### src/rtl/meas_frame_tx.sv
// meas_frame_tx: serialises one measurement frame into a byte-wide UART.
// Frame: 0xAA, type byte, 0/1/3 words MSB first, XOR checksum.
module meas_frame_tx (
   input  logic        clk,
   input  logic        reset,
   input  logic        start,
   input  logic [1:0]  mode,
   input  logic        is_high,
   input  logic [31:0] data0,
   input  logic [31:0] data1,
   input  logic [31:0] data2,
   input  logic        tx_busy,
   output logic [7:0]  dataout,
   output logic        wrsig,
   output logic        busy,
   output logic        frame_done,
   output logic        overrun
);

   typedef enum logic [1:0] {
      IDLE,
      SEND,
      GAP,
      WAIT
   } state_t;

   state_t      state;
   state_t      state_nx;

   logic [1:0]  mode_q;
   logic        high_q;
   logic [31:0] w0;
   logic [31:0] w1;
   logic [31:0] w2;

   logic [3:0]  idx;
   logic [3:0]  nidx;
   logic [3:0]  last_idx;
   logic [3:0]  dofs;
   logic [7:0]  csum;
   logic [7:0]  type_b;
   logic [7:0]  data_b;
   logic [7:0]  next_b;
   logic [31:0] word;
   logic        gap_q;

   logic        launch;
   logic        advance;
   logic        finish;

   // Select the byte that follows the one currently on dataout.
   always_comb begin
      type_b = {5'b0, high_q, mode_q};
      nidx   = idx + 4'd1;
      dofs   = nidx - 4'd2;
      unique case (mode_q)
         2'b00:   last_idx = 4'd2;
         2'b01:   last_idx = 4'd6;
         default: last_idx = 4'd14;
      endcase
      unique case (dofs[3:2])
         2'b00:   word = w0;
         2'b01:   word = w1;
         default: word = w2;
      endcase
      unique case (dofs[1:0])
         2'b00:   data_b = word[31:24];
         2'b01:   data_b = word[23:16];
         2'b10:   data_b = word[15:8];
         default: data_b = word[7:0];
      endcase
      if (nidx == 4'd1)
         next_b = type_b;
      else if (nidx == last_idx)
         next_b = csum;
      else
         next_b = data_b;
   end

   // Next-state logic and handshake outputs.
   always_comb begin
      state_nx = state;
      wrsig    = 1'b0;
      launch   = 1'b0;
      advance  = 1'b0;
      finish   = 1'b0;
      busy     = (state != IDLE);
      overrun  = start && (busy || frame_done);
      unique case (state)
         IDLE: begin
            // a start coinciding with frame_done is an overrun
            if (start && !frame_done) begin
               launch   = 1'b1;
               state_nx = SEND;
            end
         end
         SEND: begin
            if (!tx_busy) begin
               wrsig    = 1'b1;
               state_nx = GAP;
            end
         end
         GAP: begin
            if (gap_q)
               state_nx = WAIT;
         end
         default: begin
            if (!tx_busy) begin
               if (idx == last_idx) begin
                  finish   = 1'b1;
                  state_nx = IDLE;
               end else begin
                  advance  = 1'b1;
                  state_nx = SEND;
               end
            end
         end
      endcase
   end

   // State register and gap timer.
   always_ff @(posedge clk or negedge reset) begin
      if (!reset) begin
         state <= IDLE;
         gap_q <= 1'b0;
      end else begin
         state <= state_nx;
         gap_q <= (state == GAP) && !gap_q;
      end
   end

   // Frame datapath: latch inputs, load bytes, run checksum.
   always_ff @(posedge clk or negedge reset) begin
      if (!reset) begin
         mode_q     <= 2'b00;
         high_q     <= 1'b0;
         w0         <= 32'h0;
         w1         <= 32'h0;
         w2         <= 32'h0;
         idx        <= 4'd0;
         csum       <= 8'h00;
         dataout    <= 8'h00;
         frame_done <= 1'b0;
      end else begin
         frame_done <= finish;
         if (launch) begin
            mode_q  <= mode;
            high_q  <= is_high;
            w0      <= data0;
            w1      <= data1;
            w2      <= data2;
            idx     <= 4'd0;
            csum    <= 8'h00;
            dataout <= 8'hAA;
         end else if (advance) begin
            idx     <= nidx;
            dataout <= next_b;
            if (nidx != last_idx)
               csum <= csum ^ next_b;
         end else if (finish) begin
            idx <= 4'd0;
         end
      end
   end

endmodule

### config.mk
export PLATFORM = sky130hd
export DESIGN_NAME = meas_frame_tx
export DESIGN_NICKNAME = d
export VERILOG_FILES = /design/src/rtl/meas_frame_tx.sv
export SDC_FILE = /design/constraint.sdc
export NUM_CORES = 1
export LEC_CHECK = 0
export CAP_MARGIN = 20
export CORE_MARGIN = 2
export CORE_UTILIZATION = 36
export DETAILED_ROUTE_END_ITERATION = 7
export DONT_BUFFER_PORTS = 1
export GPL_ROUTABILITY_DRIVEN = 0
export SKIP_CTS_REPAIR_TIMING = 1
export SLEW_MARGIN = 25
export SYNTH_ARGS = -nofsm -noshare
export SYNTH_HDL_FRONTEND = slang
export SYNTH_SLANG_ARGS = --single-unit
### constraint.sdc
create_clock -name clk -period 3 [get_ports clk]
set_input_delay 0.6 -clock clk [delete_from_list [all_inputs] [get_ports clk]]
set_output_delay 0.6 -clock clk [all_outputs]
set_load 0.01 [all_outputs]
# Word level (Yosys, flattened, before mapping)
# Cells that the tools add are included.
# word_totals
register_bits	123
input_bits	103
output_inout_bits	12
elab_cells	74
# classes
add_sub_neg	2
n_eq_ne	14
n_mux	29
n_bitwise	1
n_reduce_logical	17
# op_table
cell	count
32-bit case mux with 2 select lines	1
8-bit two-way mux	7
8-bit case mux with 3 select lines	1
4-bit two-way mux	3
1-bit two-way mux	11
2-bit by 1-bit == test with 1-bit output, second input constant	4
4-bit == test	2
2-bit zero test	4
2-bit two-way mux	4
4-bit case mux with 2 select lines	1
8-bit XOR	1
2-bit != test, second input constant	3
2-bit case mux with 3 select lines	1
2-bit nonzero test	3
4-bit by 1-bit adder with 4-bit output, second input constant	1
2-bit == test, second input constant	2
4-bit by 1-bit == test with 1-bit output, second input constant	1
4-bit != test	1
4-bit AND reduction	1
4-bit by 2-bit subtractor with 4-bit output, second input constant	1
1-bit logical AND	3
3-bit by 1-bit != test with 1-bit output, second input constant	1
3-bit nonzero test	1
3-bit OR reduction	1
3 further kinds	4

# Longest topological paths before layout
# Gate-level depths: netlist (run 1).
# depth
depth_word	11
depth_mapped	14

# Worst setup path before layout (run 1)
# Ideal clock, no wire load.
# synth_timing
path_type	reg2reg
from	register idx[0]
to	register csum[3]
setup_time_ns	0.078
t_arrival_ns	2.807
required_time_ns	2.922
path_slack_ns	0.114
path_stages_with_launch	13
path_cell_list	dfrtp_1 inv_1 ha_1 buf_6 nor2b_1 or4_1 o31a_4 nand2_4 buf_4 a31oi_1 nor4b_4 or4_1 a21oi_1
# synth_between
elab_chain_len	11
word_cells_on_any_way	25
cone_classes	2 x add/sub; 7 x eq/ne; 10 x mux; 1 x bitwise; 5 x reduce/logical
# synth_lines
element	line	text
from (decl)	36	logic [3:0] idx;
from (signal assigned)	156	idx <= nidx;
4-bit by 1-bit adder with 4-bit output	54	nidx = idx + 4'd1;
4-bit by 2-bit subtractor with 4-bit output	55	dofs = nidx - 4'd2;
2-bit by 1-bit == test with 1-bit output / 2-bit zero test (equally long branches)	61	unique case (dofs[3:2])
32-bit case mux with 2 select lines	61	
8-bit case mux with 3 select lines	66	unique case (dofs[1:0])
8-bit two-way mux	74	else if (nidx == last_idx)
8-bit two-way mux	72	if (nidx == 4'd1)
8-bit XOR	159	csum <= csum ^ next_b;
8-bit two-way mux	158	if (nidx != last_idx)
8-bit two-way mux	155	end else if (advance) begin
8-bit two-way mux	146	if (launch) begin
to (signal assigned)	159	
to (decl)	40	logic [7:0] csum;
# Parallel ways exist; a longest one is shown, timed or not. The select of a mux whose other input is x is not followed.
# A chain may end at the register's enable or synchronous reset.

# Final worst setup path (run 1)
# layout_timing
from	register idx[0]
to	register csum[5]
# The elaborated chain is that of the path after synthesis.

==> results of run 1 <==
area by class of cell:
class                      instances  area share, %
clock inverter                     8           1.21
sequential                       123           38.7
timing repair buffer              42           4.97
clock buffer                      22           5.71
inverter                          11          0.519
multi-input combinational        662           45.2
tap                              234           3.68
where the power goes:
part / internal [µW] / leakage (µW) / switching [µW]
logic: 1640 / 0.00191 / 2400
clock network: 1230 / 0.000270 / 705
registers: 2410 / 0.00155 / 724
total: 5280 / 0.00373 / 3830
cells by family after synthesis:
group | count (synthesis) | synth area share [%]
AO/OA/AOI/OAI | 176 | 17.8
XOR/XNOR | 6 | 1.25
adder cells (fa/ha/maj) | 10 | 1.82
buffers and inverters | 69 | 4.50
flip-flops | 123 | 44.7
multiplexers | 9 | 1.42
AND/OR/NAND/NOR | 461 | 28.6
per-stage QoR:
step	power, µW	std cells	cell area [µm²]	utilization [%]
final	9110	1102	7960	42.4
after global routing	9790	1102	7960	42.4
after CTS	8930	1099	7840	41.8
after detailed placement	6950	1069	7290	38.8
after global placement	6880	1069	7290	38.8
after floorplan	5720	854	6890	-
synth_stat cells (3+ instances only):
master,instances
o31ai_1,3
a31oi_1,30
nand4_1,3
o21ai_1,5
buf_2,11
and3_1,9
or3_1,3
dfrtp_1,123
a31o_2,3
a211oi_1,4
o22ai_1,15
or3b_2,3
inv_1,11
nand3_1,22
buf_6,3
buf_1,3
nor3_1,12
mux2i_1,3
or4_1,4
a222oi_1,4
xnor2_1,3
nor2_1,22
clkbuf_1,37
nand2b_1,9
o22a_1,4
nand2_1,350
ha_1,10
a311o_1,3
nor4_1,3
nor2b_1,6
o21ai_0,12
a21oi_1,46
a22o_1,5
a22oi_1,4
buf_4,4
o211a_1,5
mux2_2,5
a21boi_0,4
state kept, by name, summed over array words and instances (netlist names):
| signal | cells |
|---|---|
| csum | 8 |
| high_q | 1 |
| gap_q | 1 |
| w0 | 32 |
| dataout | 8 |
| frame_done | 1 |
| mode_q | 2 |
| w2 | 32 |
| w1 | 32 |
| state | 2 |
| idx | 4 |
worst paths after layout:
path / endpoint / slack (ns) / cells after the start
worst max-delay path: csum[5] / 0.15 / 10
max in group asynchronous: w1[2] / 2.95 / 0
worst min register to register: gap_q / 0.41 / 1
min in group clk: w2[29] / 0.28 / 2
worst max register to register: csum[5] / 0.15 / 10
worst min-delay path: csum[5] / -0.12 / 0
cell usage in the layout, fill, tap and decap left out, types with 12 or more instances in the layout:
cell type	count
o21ai_0	12
nor2_1	22
buf_4	36
nand3_1	21
o22ai_1	15
clkbuf_16	18
a21oi_1	45
a31oi_1	30
nor3_1	12
nand2_1	350
dfrtp_1	123
per-layer routing:
metal  track usage [%]  share of wire [%]
met1              27.5                 46
met2              32.3                 46
met3              4.44                4.9
met4              8.08                2.7
met5                 0                  0
worst max-delay path: stages, from the launching register on:
cell and delay (ns):
dfrtp_1 0.40, inv_1 0.14, ha_4 0.26, nor2b_1 0.16, or4_4 0.53, o31ai_2 0.13, o21ai_0 0.15, a21boi_1 0.28
nor4_4 0.09, or4_1 0.50, a21oi_1 0.14
==> metrics.cfg, run 1 <==
[outcome]
status = complete, but fails checks
violations = hold timing

[floorplan]
core_area_mm2 = 0.0188
dieArea_mm2 = 0.0203
rows = 50
initial_core_util_pct = 36.7
io-pin-count = 115
die_h_um = 142
fp.dieW_um = 142

[sta]
layout_setup_ws_ns = 0.148
worst_pin_slew_ns = 0.606
fin_tns_setup_ns = 0
fin_skew_ns = 0.00996
fin_crit_sh_pct = 95.1
slew_headroom_pct = 59.2
hold_viol = 123
max_freq_mhz = 351
slew_violations = 0
timing.final.crit_period_ns = 2.85
setup-violations-final = 0
holdWs_ns = -0.121

[routing]
drt_iter0_markers = 508
drt_pre_antenna_iters = 5
ant_nets = 0
vias_per_cell = 5.50
route.detailed.drc = 0
wl_um = 20300
wl_per_cell_um = 18.4
vias = 6065

[clock_network]
clkSinkCount = 123
clk_pin_slew_ns = 0.06
insertion_delay_ns = 0.42
ctsLongestPathBuffers = 2
cts_buffers = 17
cts_max_level = 4
cts_root_buffer = clkbuf_16
cts_tree = built

[hold_path]
hold_path.class = input port to async pin

[final_layout]
nets = 970
areaGrowthSynthToFinish_pct = 15.5
seqCellArea_mm2 = 0.00308
num_antenna_cells = 0
fill_cells = 1868
layout-drive-gt1-share_pct = 12.3
multi_input_area_mm2 = 0.00360

[logic_synthesis]
synthArstFlopShare_pct = 100
synth.avg_cell_area_um2 = 8.07
synth-seq-cells = 123
synth-edff-count = 0
synthCells = 854
syn_area_mm2 = 0.00689
ys_types = 75
yosys_warnings = 0
yosys_most_used_dff = dfrtp_1
yosys-top-cells-area = dfrtp_1 (45%), nand2_1 (19%), a21oi_1 (3.3%)
synth_nets = 967
yosysSeqAreaShare_pct = 44.7
yosys.area.top_type = dfrtp_1
synth_top_area_share_pct = 44.7

[run]
cap_viol_max_count = 0

[worst_setup_path]
r2r_start = idx[0]
cp-end-kind = register
crit_start = idx[0]
crit_required_ns = 3.35
worst_ep_arrival_time_ns = 3.20
crit_path_max_fanout = 8
startpoint_type = register
critPathKind = register to register

[placement]
place_worst_setup_slack_ns = 0.0962
dp_hpwl_um = 14600
io_buffers = 0

[global_routing]
track_usage_pct = 20.5
grt_pass1_vias = 5750
grt_pass1_wl_um = 31700
antenna_found_initial = 0
overflow = 0
grt_max_degree = 124

[power_and_ir_drop]
vdd_ir_drop_max_uv = 617
p_leak_uw = 0.00373
p_per_area_mw_per_mm2 = 1150

Power figures use the tool's default switching activity.
==> run 2: changes to the inputs <==
Settings changed: GPL_ROUTABILITY_DRIVEN 0 to not set.
==> run 2 against run 1 <==
The run still ends with hold timing left. Clock skew fell by 0.0044 ns. Worst hold slack lost 0.0014 ns. Clock power up 14%. Maximum frequency fell by 2.6%. First-iteration DRC count up 14%. Die area stayed put. Wire length rose by 1.2%. Via count up 1.0%. Sequential share of layout area decreased by 0.57 points. Non-clock buffer count rose by 14. Core utilization is 0.63 points higher. Largest power group unchanged. Critical path depth rose by 2.
==> metrics.cfg, run 2 (synthesis gave the netlist of run 1 again) <==
[power_and_ir_drop]
power_uw = 9390  ; +3.0%
p_leak_uw = 0.00381  ; +2.2%
clkPwrFrac_pct = 23.4  ; +2.2 points
power_switching_uw = 3870  ; +0.85%
p_per_area_mw_per_mm2 = 1160  ; +1.5%
p_int_uw = 5520  ; +4.6%
switching_share_pct = 41.2  ; -0.88 points
pwr-share-comb_pct = 43.1  ; -1.3 points
vdd_ir_drop_max_uv = 624  ; +1.1%
seqPwrFrac_pct = 33.5  ; -0.9 points

[worst_setup_path]
cp_top_family = compound AO/OA/AOI/OAI gates
cp.depth = 12  ; +2
crit_required_ns = 3.27  ; -0.08 ns
startpoint_type = register
critPathKind = register to register
slowest_delay_ns = 0.40  ; -0.13 ns
reg2regPathDepth = 12  ; +2
cp-end-kind = register
cpMaxStageDelayCell = dfrtp_1
cp_num_buf_inv = 3  ; +2
crit_path_cell_trace = ha_1, buf_4, xnor2_4, clkbuf_2, buf_4, mux2_2, a21oi_1, nor2_1, a311oi_1, a41o_1, or3_1, a21oi_1
crit_path_max_fanout = 6  ; -2
worst_ep_arrival_time_ns = 3.20  ; about the same

[floorplan]
io-pin-count = 115  ; unchanged
core_area_mm2 = 0.0188  ; unchanged
dieArea_mm2 = 0.0203  ; unchanged
initial_core_util_pct = 36.7  ; unchanged
rows = 50  ; unchanged
fp.dieW_um = 142  ; unchanged
die_h_um = 142  ; unchanged

[sta]
layout_setup_ws_ns = 0.0710  ; -0.0769 ns
rsz0062_at_grt = yes
max_freq_mhz = 341  ; -2.6%
setup-violations-final = 0  ; unchanged
fin_crit_sh_pct = 97.6  ; +2.6 points
worst_pin_slew_ns = 0.659  ; +0.0527 ns
holdWs_ns = -0.122  ; -0.00135 ns
fin_skew_ns = 0.00552  ; -0.00444 ns
timing.final.crit_period_ns = 2.93  ; +0.0769 ns
slew_violations = 0  ; unchanged
hold_viol = 123  ; unchanged
slew_headroom_pct = 55.6  ; -3.6 points

[final_layout]
largestRegisters = w0: 32 flops, w1: 32 flops, w2: 32 flops
num_antenna_cells = 0  ; unchanged
final_common_cell = nand2_1
stdcell_count = 1115  ; +1.2%
areaGrowthSynthToFinish_pct = 17.2
layout-drive-gt1-share_pct = 13.7  ; +1.4 points
final_cell_mix = nand2_1 (350), dfrtp_1 (123), buf_4 (48)
nets = 984  ; +1.4%

[global_routing]
met1_usage_pct = 29.6  ; +2.1 points
track_usage_pct = 20.9  ; +0.47 points
grt_pass1_wl_um = 32400  ; +2.3%
grtUsageMet3_pct = 3.73  ; -0.71 points
overflow = 0  ; unchanged
grt_max_degree = 124  ; unchanged
grt_busiest_layer = met2
antenna_found_initial = 0  ; unchanged
globalRouteMet2Util_pct = 32.7  ; +0.43 points
grt_pass1_vias = 5880  ; +2.3%

[clock_network]
ctsLongestPathBuffers = 2  ; unchanged
cts_buffers = 17  ; unchanged
cts_root_buffer = clkbuf_16
clkSinkCount = 123  ; unchanged
cts_tree = built
clk_pin_slew_ns = 0.06  ; about the same
cts_max_level = 4  ; unchanged
insertion_delay_ns = 0.42  ; about the same

[routing]
vias_per_cell = 5.50  ; -0.16%
wl_um = 20600  ; +1.2%
vias = 6127  ; +1.0%
route.detailed.drc = 0  ; unchanged
wl_per_cell_um = 18.4  ; about the same
ant_nets = 0  ; unchanged
drt_pre_antenna_iters = 6  ; +1
drt_iter0_markers = 579  ; +14%

[placement]
dp.cells = 1078  ; +0.84%
gp_congestion = 0.903
dp_hpwl_um = 14800  ; +2.0%
io_buffers = 0  ; unchanged
place_worst_setup_slack_ns = -0.0406  ; -0.137 ns

[run]
cap_viol_max_count = 0  ; unchanged

[outcome]
status = complete, but fails checks
violations = hold timing

[hold_path]
hold_path.class = input port to async pin

[run 2: cell count changes in the layout (fill, tap and decap cells not counted), sizes merged]
| cell | change |
|---|---|
| buf | +14 |
| bufinv | +2 |
| clkinv | -3 |
| clkinvlp | +1 |
| inv | -1 |
[run 2: power by group through the flow]
stage / Combinational, µW / Clock, µW / Sequential, µW
after floorplan: 2880 / 0 / 2830
after global placement: 3760 / 0 / 3160
after global routing: 4560 / 2310 / 3220
after detailed placement: 3850 / 0 / 3160
final: 4040 / 2200 / 3150
after CTS: 3880 / 2240 / 3140
[run 2: through the flow]
step           area, µm²  hold slack, ns  utilization [%]  TNS, ns
3_5_place_dp        7330           0.312             39.1  -0.0406
6_report            8080          -0.122             43.0        0
3_3_place_gp        7330           0.309             39.1        0
5_1_grt             8080          -0.138             43.0   -0.103
2_1_floorplan       6890           0.304                -        0
4_1_cts             7960          -0.138             42.4  -0.0607
[run 2: layer usage]
metal	up-vias	share of wire, %
met5	-	0
met4	0	1.8
met2	211	46
li1	2955	-
met1	2937	46
met3	24	6.1
[run 2: final timing paths]
check | endpoint | start | slack, ns
setup / recovery | dataout[2] | idx[0] | 0.07
hold / removal | w2[1] | reset | -0.12
setup reg to reg | dataout[2] | idx[0] | 0.07
hold reg to reg | gap_q | gap_q | 0.41
max in group asynchronous | w1[1] | reset | 2.96
min in group clk | w2[6] | data2[6] | 0.28
[run 2: final cells by class]
type | count | area [µm²]
fill | 1853 | 10700
multi-input combinational | 662 | 3550
sequential | 123 | 3080
clock buffer | 22 | 494
timing repair buffer | 56 | 474
tap | 234 | 293
clock inverter | 7 | 138
inverter | 11 | 45.0
[run 2: worst register-to-register path, cell delays in order, from the launching register on]
cell	delay, ns
dfrtp_1	0.40
ha_1	0.26
buf_4	0.18
xnor2_4	0.19
clkbuf_2	0.21
buf_4	0.17
mux2_2	0.34
a21oi_1	0.15
nor2_1	0.06
a311oi_1	0.39
a41o_1	0.25
or3_1	0.12
a21oi_1	0.06
